==> src/rtl/cycle_bus_arbiter.sv <==
// rtl/cycle_bus_arbiter.sv - round-robin burst arbiter for a shared tristate bus segment
module cycle_bus_arbiter #(
    parameter int W         = 8,
    parameter int N         = 4,
    parameter int TURN      = 1,
    parameter int MAX_BURST = 4
) (
    input  logic             clk,
    input  logic             reset,
    input  logic [N-1:0]     req,
    input  logic [N-1:0]     last,
    input  logic [N*W-1:0]   wdata,
    output logic [N-1:0]     accept,
    output logic [N-1:0]     grant,
    output logic             busy,
    output logic [W-1:0]     X_out,
    output logic [W-1:0]     X_drive,
    input  logic [W-1:0]     X_in,
    output logic [W-1:0]     rdata
);

    localparam int IW = (N > 1) ? $clog2(N) : 1;
    localparam int BW = $clog2(MAX_BURST + 1);
    localparam logic [BW-1:0] BEAT_LAST = BW'(MAX_BURST - 1);
    localparam logic [3:0]    TURN_LAST = (TURN > 0) ? 4'(TURN - 1) : 4'd0;
    localparam logic [N-1:0]  ONE_HOT0  = {{(N-1){1'b0}}, 1'b1};
    localparam logic [IW:0]   N_EXT     = (IW+1)'(N);

    typedef enum logic [1:0] {
        ST_IDLE  = 2'd0,
        ST_DRIVE = 2'd1,
        ST_TURN  = 2'd2
    } state_t;

    state_t          state;
    state_t          state_next;
    logic [IW-1:0]   owner;
    logic [IW-1:0]   rr_ptr;
    logic [IW-1:0]   pick;
    logic            pick_valid;
    logic [IW-1:0]   owner_next_rr;
    logic [BW-1:0]   beat;
    logic [3:0]      turn_cnt;
    logic            own_req;
    logic            own_last;
    logic [W-1:0]    own_data;
    logic            drive_now;
    logic            drive_exit;
    logic            turn_done;
    logic [IW:0]     rr_sum;

    // Select the current owner's request, last flag and data; everyone else is ignored
    always_comb begin
        own_req  = 1'b0;
        own_last = 1'b0;
        own_data = '0;
        for (int i = 0; i < N; i++) begin
            if (owner == IW'(i)) begin
                own_req  = req[i];
                own_last = last[i];
                own_data = wdata[i*W +: W];
            end
        end
    end

    // Round-robin pick: first set request at or after the pointer, wrapping N-1 -> 0
    always_comb begin
        pick       = '0;
        pick_valid = 1'b0;
        rr_sum     = '0;
        for (int k = 0; k < N; k++) begin
            rr_sum = {1'b0, rr_ptr} + (IW+1)'(k);
            if (rr_sum >= N_EXT) begin
                rr_sum = rr_sum - N_EXT;
            end
            if (!pick_valid && req[rr_sum[IW-1:0]]) begin
                pick       = rr_sum[IW-1:0];
                pick_valid = 1'b1;
            end
        end
    end

    assign owner_next_rr = (owner == IW'(N - 1)) ? '0 : owner + 1'b1;
    assign drive_exit    = !own_req || own_last || (beat == BEAT_LAST);
    assign turn_done     = (turn_cnt == TURN_LAST);

    // State register
    always_ff @(posedge clk) begin
        if (reset) begin
            state <= ST_IDLE;
        end else begin
            state <= state_next;
        end
    end

    // Next-state logic: IDLE -> DRIVE on any request, DRIVE -> TURN/IDLE on exit, TURN counts out
    always_comb begin
        state_next = state;
        case (state)
            ST_IDLE: begin
                if (pick_valid) begin
                    state_next = ST_DRIVE;
                end
            end
            ST_DRIVE: begin
                if (drive_exit) begin
                    state_next = (TURN > 0) ? ST_TURN : ST_IDLE;
                end
            end
            ST_TURN: begin
                if (turn_done) begin
                    state_next = ST_IDLE;
                end
            end
            default: state_next = ST_IDLE;
        endcase
    end

    // Output logic: drive the bus only during a DRIVE cycle in which the owner presents a beat
    always_comb begin
        busy      = (state != ST_IDLE);
        drive_now = (state == ST_DRIVE) && own_req;
        X_drive   = {W{drive_now}};
        X_out     = drive_now ? own_data : '0;
        accept    = drive_now ? (ONE_HOT0 << owner) : '0;
    end

    // Owner, grant, round-robin pointer and beat/turn counters
    always_ff @(posedge clk) begin
        if (reset) begin
            owner    <= '0;
            grant    <= '0;
            rr_ptr   <= '0;
            beat     <= '0;
            turn_cnt <= '0;
        end else begin
            case (state)
                ST_IDLE: begin
                    turn_cnt <= '0;
                    if (pick_valid) begin
                        owner <= pick;
                        grant <= ONE_HOT0 << pick;
                        beat  <= '0;
                    end
                end
                ST_DRIVE: begin
                    if (drive_exit) begin
                        rr_ptr   <= owner_next_rr;
                        grant    <= '0;
                        beat     <= '0;
                        turn_cnt <= '0;
                    end else begin
                        beat <= beat + 1'b1;
                    end
                end
                ST_TURN: begin
                    if (turn_done) begin
                        turn_cnt <= '0;
                    end else begin
                        turn_cnt <= turn_cnt + 1'b1;
                    end
                end
                default: begin
                    grant <= '0;
                end
            endcase
        end
    end

    // Resolved bus value is registered every cycle, independent of arbitration state
    always_ff @(posedge clk) begin
        if (reset) begin
            rdata <= '0;
        end else begin
            rdata <= X_in;
        end
    end

endmodule

==> config.mk <==
export PLATFORM = sky130hd
export DESIGN_NAME = cycle_bus_arbiter
export DESIGN_NICKNAME = d
export VERILOG_FILES = /design/src/rtl/cycle_bus_arbiter.sv
export SDC_FILE = /design/constraint.sdc
export NUM_CORES = 1
export LEC_CHECK = 0
export CELL_PAD_IN_SITES_DETAIL_PLACEMENT = 0
export CELL_PAD_IN_SITES_GLOBAL_PLACEMENT = 1
export CORE_UTILIZATION = 30
export CTS_CLUSTER_DIAMETER = 30
export DETAILED_ROUTE_END_ITERATION = 10
export GPL_TIMING_DRIVEN = 0
export PLACE_DENSITY = 0.95
export SETUP_SLACK_MARGIN = 0.1
export SYNTH_ARGS = -nofsm -noshare
export SYNTH_HDL_FRONTEND = slang
export SYNTH_SLANG_ARGS = --single-unit
==> constraint.sdc <==
create_clock -name clk -period 4.4 [get_ports clk]
set_input_delay 0.88 -clock clk [delete_from_list [all_inputs] [get_ports clk]]
set_output_delay 0.88 -clock clk [all_outputs]
set_load 0.01 [all_outputs]
== Word-level counts from Yosys, hierarchy flattened ==
Index checks and enable logic that the tools add are counted.

* Register bits: 25
* Bits in latches: 0
* RAM bits: 0
* ROM bits: 0
* Input bits: 50
* Output and inout bits: 33
* Logic and storage cells: 106
* Memories kept: 0

* $add $sub $neg: 10
* Multiply operators: 0
* Divide/modulo/power cells: 0
* Order comparisons: 8
* Eq/ne operators: 9
* Shifts and indexed selects: 2
* Mux-type cells: 47
* Bitwise gates (word level): 1
* Reduce and logical (&&, ||, !) cells: 22

{| class="wikitable"
|+ Operators by type and width
! operator !! count
|-
| $mux W8 || 5
|-
| $mux W2 || 12
|-
| $pmux W4 S3 || 2
|-
| $mux W1 || 16
|-
| $mux W4 || 4
|-
| $lt A2 B3 Y1 const B || 4
|-
| $ge A3 B3 Y1 const B || 3
|-
| $bmux W1 S2 || 4
|-
| $reduce_and A2 Y1 || 4
|-
| $shl A1 B2 Y4 const A || 2
|-
| $sub A2 B1 Y2 const B || 4
|-
| $add A2 B2 Y3 const B || 2
|-
| $eq A2 B2 Y1 const B || 3
|-
| $mux W3 || 2
|-
| $ne A2 B2 Y1 const B || 3
|-
| $pmux W2 S3 || 1
|-
| $pmux W3 S2 || 1
|-
| $reduce_and A3 Y1 || 2
|-
| $add A4 B1 Y4 const B || 1
|-
| $eq A2 B1 Y1 const B || 2
|-
| $logic_and A1 B1 Y1 || 4
|-
| $logic_not A1 Y1 || 4
|-
| $logic_not A2 Y1 || 2
|-
| $logic_not A4 Y1 || 1
|-
| 9 further kinds || 11
|}

== Depth between registers and ports, before layout ==
* Depth in word-level cells: 17
* Depth in mapped cells: 9
* Gate-level depth less buffers: 9

== Worst setup path after synthesis ==
Ideal clock, no wire load.

* Path kind: input-to-output
* Start: in req[0]
* End: out accept[0]
* Data arrival time: 1.850 ns
* Required time: 3.520 ns
* Path slack: 1.670 ns
* Cell stages on the path: 6
* Buffers on the path: 0
* Cells stage by stage: and3b_1 a2111oi_2 nor2_1 nand2_4 inv_2 and2_1

* Word-level cells in the longest chain between the ends: 6

{| class="wikitable"
|+ Ends and longest elaborated chain
! element !! RTL line !! RTL
|-
| from (decl) || 10 || <nowiki>input logic [N-1:0] req,</nowiki>
|-
| $mux W1 (4 in a row) || 58 || <nowiki>if (owner == IW'(i)) begin</nowiki>
|-
| $logic_and A1 B1 Y1 || 122 || <nowiki>drive_now = (state == ST_DRIVE) && own_req;</nowiki>
|-
| net drive_now || 47 || <nowiki>logic drive_now;</nowiki>
|-
| $mux W4 || 125 || <nowiki>accept = drive_now ? (ONE_HOT0 << owner) : '0;</nowiki>
|-
| to (decl) || 13 || <nowiki>output logic [N-1:0] accept,</nowiki>
|}

The timed path passes the listed nets, and every way through them passes these cells.

== Worst setup path after layout ==
* Start: in req[0]
* End: out accept[1]

Same word-level chain as after synthesis.

==> results.md <==
- HP Start: grant[2]
- Flop pwr share: 30.5%
- Worst Hold Class: reg -> reg
- Final setup margin: roughly 0.42 ns
- Worst EP arrival: between 3 and 4 ns
- Sink Count: 25
- CTS tree: built
- Leakage dissipation: about 1.0 nW
- Iter 0 DRT Violations: 44
- Power Internal: 0.000551 W
- CTS Buffer Depth: 2
- Vert. Die Dim: between 70 and 80 µm
- Initial antenna violation count: 0
- Number of synthesized flops with an enable pin: 0
- Crit end category: output port
- Max-Cap Viols: 0
- Clk slew on worst S/H paths: roughly 0.09 ns
- GR Util All Layers: ~17%
- Post-route minimum period: between 3 and 4 ns
- Logic pwr share: 53.2%
- Final HPWL DP: approximately 3.6 mm
- Final #Nets: ~350
- Final Cycle Share: between 90% and 100%
- Ys Warns: 0
- Leading cell type in the layout, fill and taps excluded: clkdlybuf4s50_1
- Clk root buf: clkbuf_8
- Post-synth top flop: dfxtp_1
- Cell count of the worst reg-to-reg path: 9
- Actual slew at the worst max-slew pin: roughly 0.85 ns
- Initial core utilization: around a third
- Achievable frequency: ~250 MHz
- Post-Place Worst Slack: just over 0.4 ns
- Sw Ratio: approximately 36%
- Pwr/cell area: between 300 and 400 nW/µm²
- Most frequent cells in the layout: 82 x clkdlybuf4s50_1, 26 x nor2_1, 25 x dfxtp_1, 19 x a21oi_1, 12 x inv_1
- H-Tree Depth: 1
- Area delta synth->final: 57.2%
- Met1 wire length: 2.11 mm
- Routed WL: between 4 and 5 mm
- GRT overflow: 0
- Critical Path Source: req[0]
- Worst Hold Depth: 2
- Worst path required time: roughly 3.5 ns
- Synth cell types: 53
- RR Startpoint: owner[0]
- DRC: 0
- Syn_nets: around 260
- RR Endpoint: grant[1]
- Post-route setup TNS: 0 ns
- Vias in the first global route: 1,730
- Crit Path Max Fanout: 12
- Setup bufs post-CTS: 0
- Mapped Area: approximately 1700 µm²
- Max transition margin: a little over two fifths
- Post-DR wirelength/cell: 13.3 µm
- Setup crit start kind: input port
- RSZ-0062 raised after global routing: no
- Worst IR Drop VDD: roughly 160 µV
- Io pins: between 80 and 90
- Sequential share of the synthesized area: about 30%
- Cts bufs inserted: 3
- Row count: 26
- Fill count: around 520
- Share of cells above drive strength 1: between 10% and 20%
- Clock Skew: a little under 0.002 ns
- DR WL met3: approximately 500 µm
- Non-filler instance count after layout: between 300 and 400
- Core Area: around 5200 µm²
- Mapped Cells: 201
- Min-Delay Endpoint: grant[2]
- Port bufs: 82
- Die area: 5880 µm²
- Final setup violation count: 0
- Status: completed
- Cts hold-fix bufs: 0
- Post-synthesis sequential element count: 25
- Slew Viols, Final: 0
- Drt pass-1 iters: 4
- Mean Syn Cell Area: 8.33 µm²
- Antenna-violating nets left: 0
- First-pass GRT wire length: slightly above 8 mm
- DP Cell Count: about 350
- Ys async rst share: 0%
- N_diodes: 0
- Final hold slack: 0.473 ns
- Largest net degree at the start of global routing: 16
- Clock latency on the worst-skew pair: between 0.2 and 0.3 ns
- Vias per cell: slightly below 5
- Final hold vios: 0
- Max Used Layer: met4
- Placer Congestion: ~0.82
- Die W: 76.7 µm
- NetSw: 0.000315 W
- Setup Crit Path Kind: in -> out
- Clk pwr share: approximately 16%
- Vias: about 1,800
- Post-cts sizing count: 0
- Reg2Reg Setup Slack: ~2.2 ns
- Met2 wire len: 2.09 mm
[area by class of cell]
class	instances	area (µm²)	area share, %
Multi-Input combinational cell	143	993	37.8
Timing Repair Buffer	82	821	31.2
Sequential cell	25	500	19.0
Buffer	18	124	4.71
Tap cell	70	87.6	3.33
Inverter	15	56.3	2.14
Clock buffer	3	41.3	1.57
Clock inverter	1	7.51	0.285
[Yosys cell counts (2+ instances only)]
| library cell | count | share of area, % |
|---|---|---|
| a21oi_1 | 19 | 5.7 |
| a221oi_1 | 8 | 4.2 |
| a31oi_1 | 2 | 0.75 |
| and2_1 | 2 | 0.75 |
| buf_2 | 3 | 0.90 |
| buf_4 | 8 | 3.6 |
| buf_6 | 3 | 2.0 |
| clkbuf_1 | 3 | 0.67 |
| dfxtp_1 | 25 | 30 |
| ha_1 | 8 | 6.0 |
| inv_1 | 12 | 2.7 |
| inv_2 | 3 | 0.67 |
| mux2i_1 | 4 | 2.4 |
| nand2_1 | 4 | 0.90 |
| nand2b_1 | 9 | 3.4 |
| nand3_1 | 4 | 1.2 |
| nand3b_1 | 2 | 0.90 |
| nand4b_1 | 3 | 1.6 |
| nor2_1 | 26 | 5.8 |
| nor2b_1 | 9 | 3.4 |
| nor3_1 | 8 | 2.4 |
| o21ai_1 | 3 | 0.90 |
| o31ai_1 | 2 | 0.90 |
| o41ai_2 | 2 | 1.9 |
[power by group through the flow]
stage | clock network, W | logic (W) | registers (W)
2_1_floorplan | 0 | 0.000282 | 0.000271
3_3_place_gp | 0 | 0.000459 | 0.000269
3_5_place_dp | 0 | 0.000462 | 0.000270
4_1_cts | 0.000147 | 0.000464 | 0.000265
5_1_grt | 0.000156 | 0.000506 | 0.000269
6_report | 0.000141 | 0.000461 | 0.000265
[stage by stage]
step                      total power (W)  utilization, %  area (µm²)
final                            0.000866            50.2        2630
after global routing             0.000930            50.2        2630
after CTS                        0.000875            50.2        2630
after detailed placement         0.000731            49.3        2580
after global placement           0.000728            49.3        2580
after floorplan                  0.000553               -        1670
[cell families (layout without fill, tap and decap cells)]
kind of cell | after synthesis | after routing | share of synthesized area, %
and+or+nand+nor | 78 | 78 | 25.4
AOI/OAI and AO/OA | 53 | 53 | 25.6
buffers and inverters | 33 | 119 | 10.8
DFF | 25 | 25 | 29.9
adders and majority gates | 8 | 8 | 5.98
muxes | 4 | 4 | 2.39
[registers in the layout (all words and copies together) (netlist names)]
signal and count:
rdata 8, grant 4, turn_cnt 4, beat 3, owner 2, rr_ptr 2
state 2
[critical path, cell delays in order]
cell             delay (ns)
clkdlybuf4s50_1        0.55
and3b_1                0.20
a2111oi_2              0.05
nor2_1                 0.33
nand2_4                0.16
inv_2                  0.24
and2_1                 0.16
clkdlybuf4s50_1        0.54
[routing by layer]
| metal | track usage, % | vias to the layer above |
|---|---|---|
| met3 | 5.60 | 5 |
| met1 | 21.2 | 784 |
| met2 | 27.6 | 87 |
| met4 | 4.62 | 0 |
| li1 | - | 884 |
| met5 | 0 | - |
[worst max path at each step]
| stage | end | slack [ns] | depth (start not counted) |
|---|---|---|---|
| floorplan | accept[0] | 1.67 | 6 |
| global placement | accept[1] | 0.44 | 8 |
| detailed placement | accept[1] | 0.40 | 8 |
| CTS | accept[1] | 0.41 | 8 |
| global route | accept[1] | 0.28 | 8 |
| finish | accept[1] | 0.42 | 8 |
No activity file was read; power rests on OpenSTA's default activity.
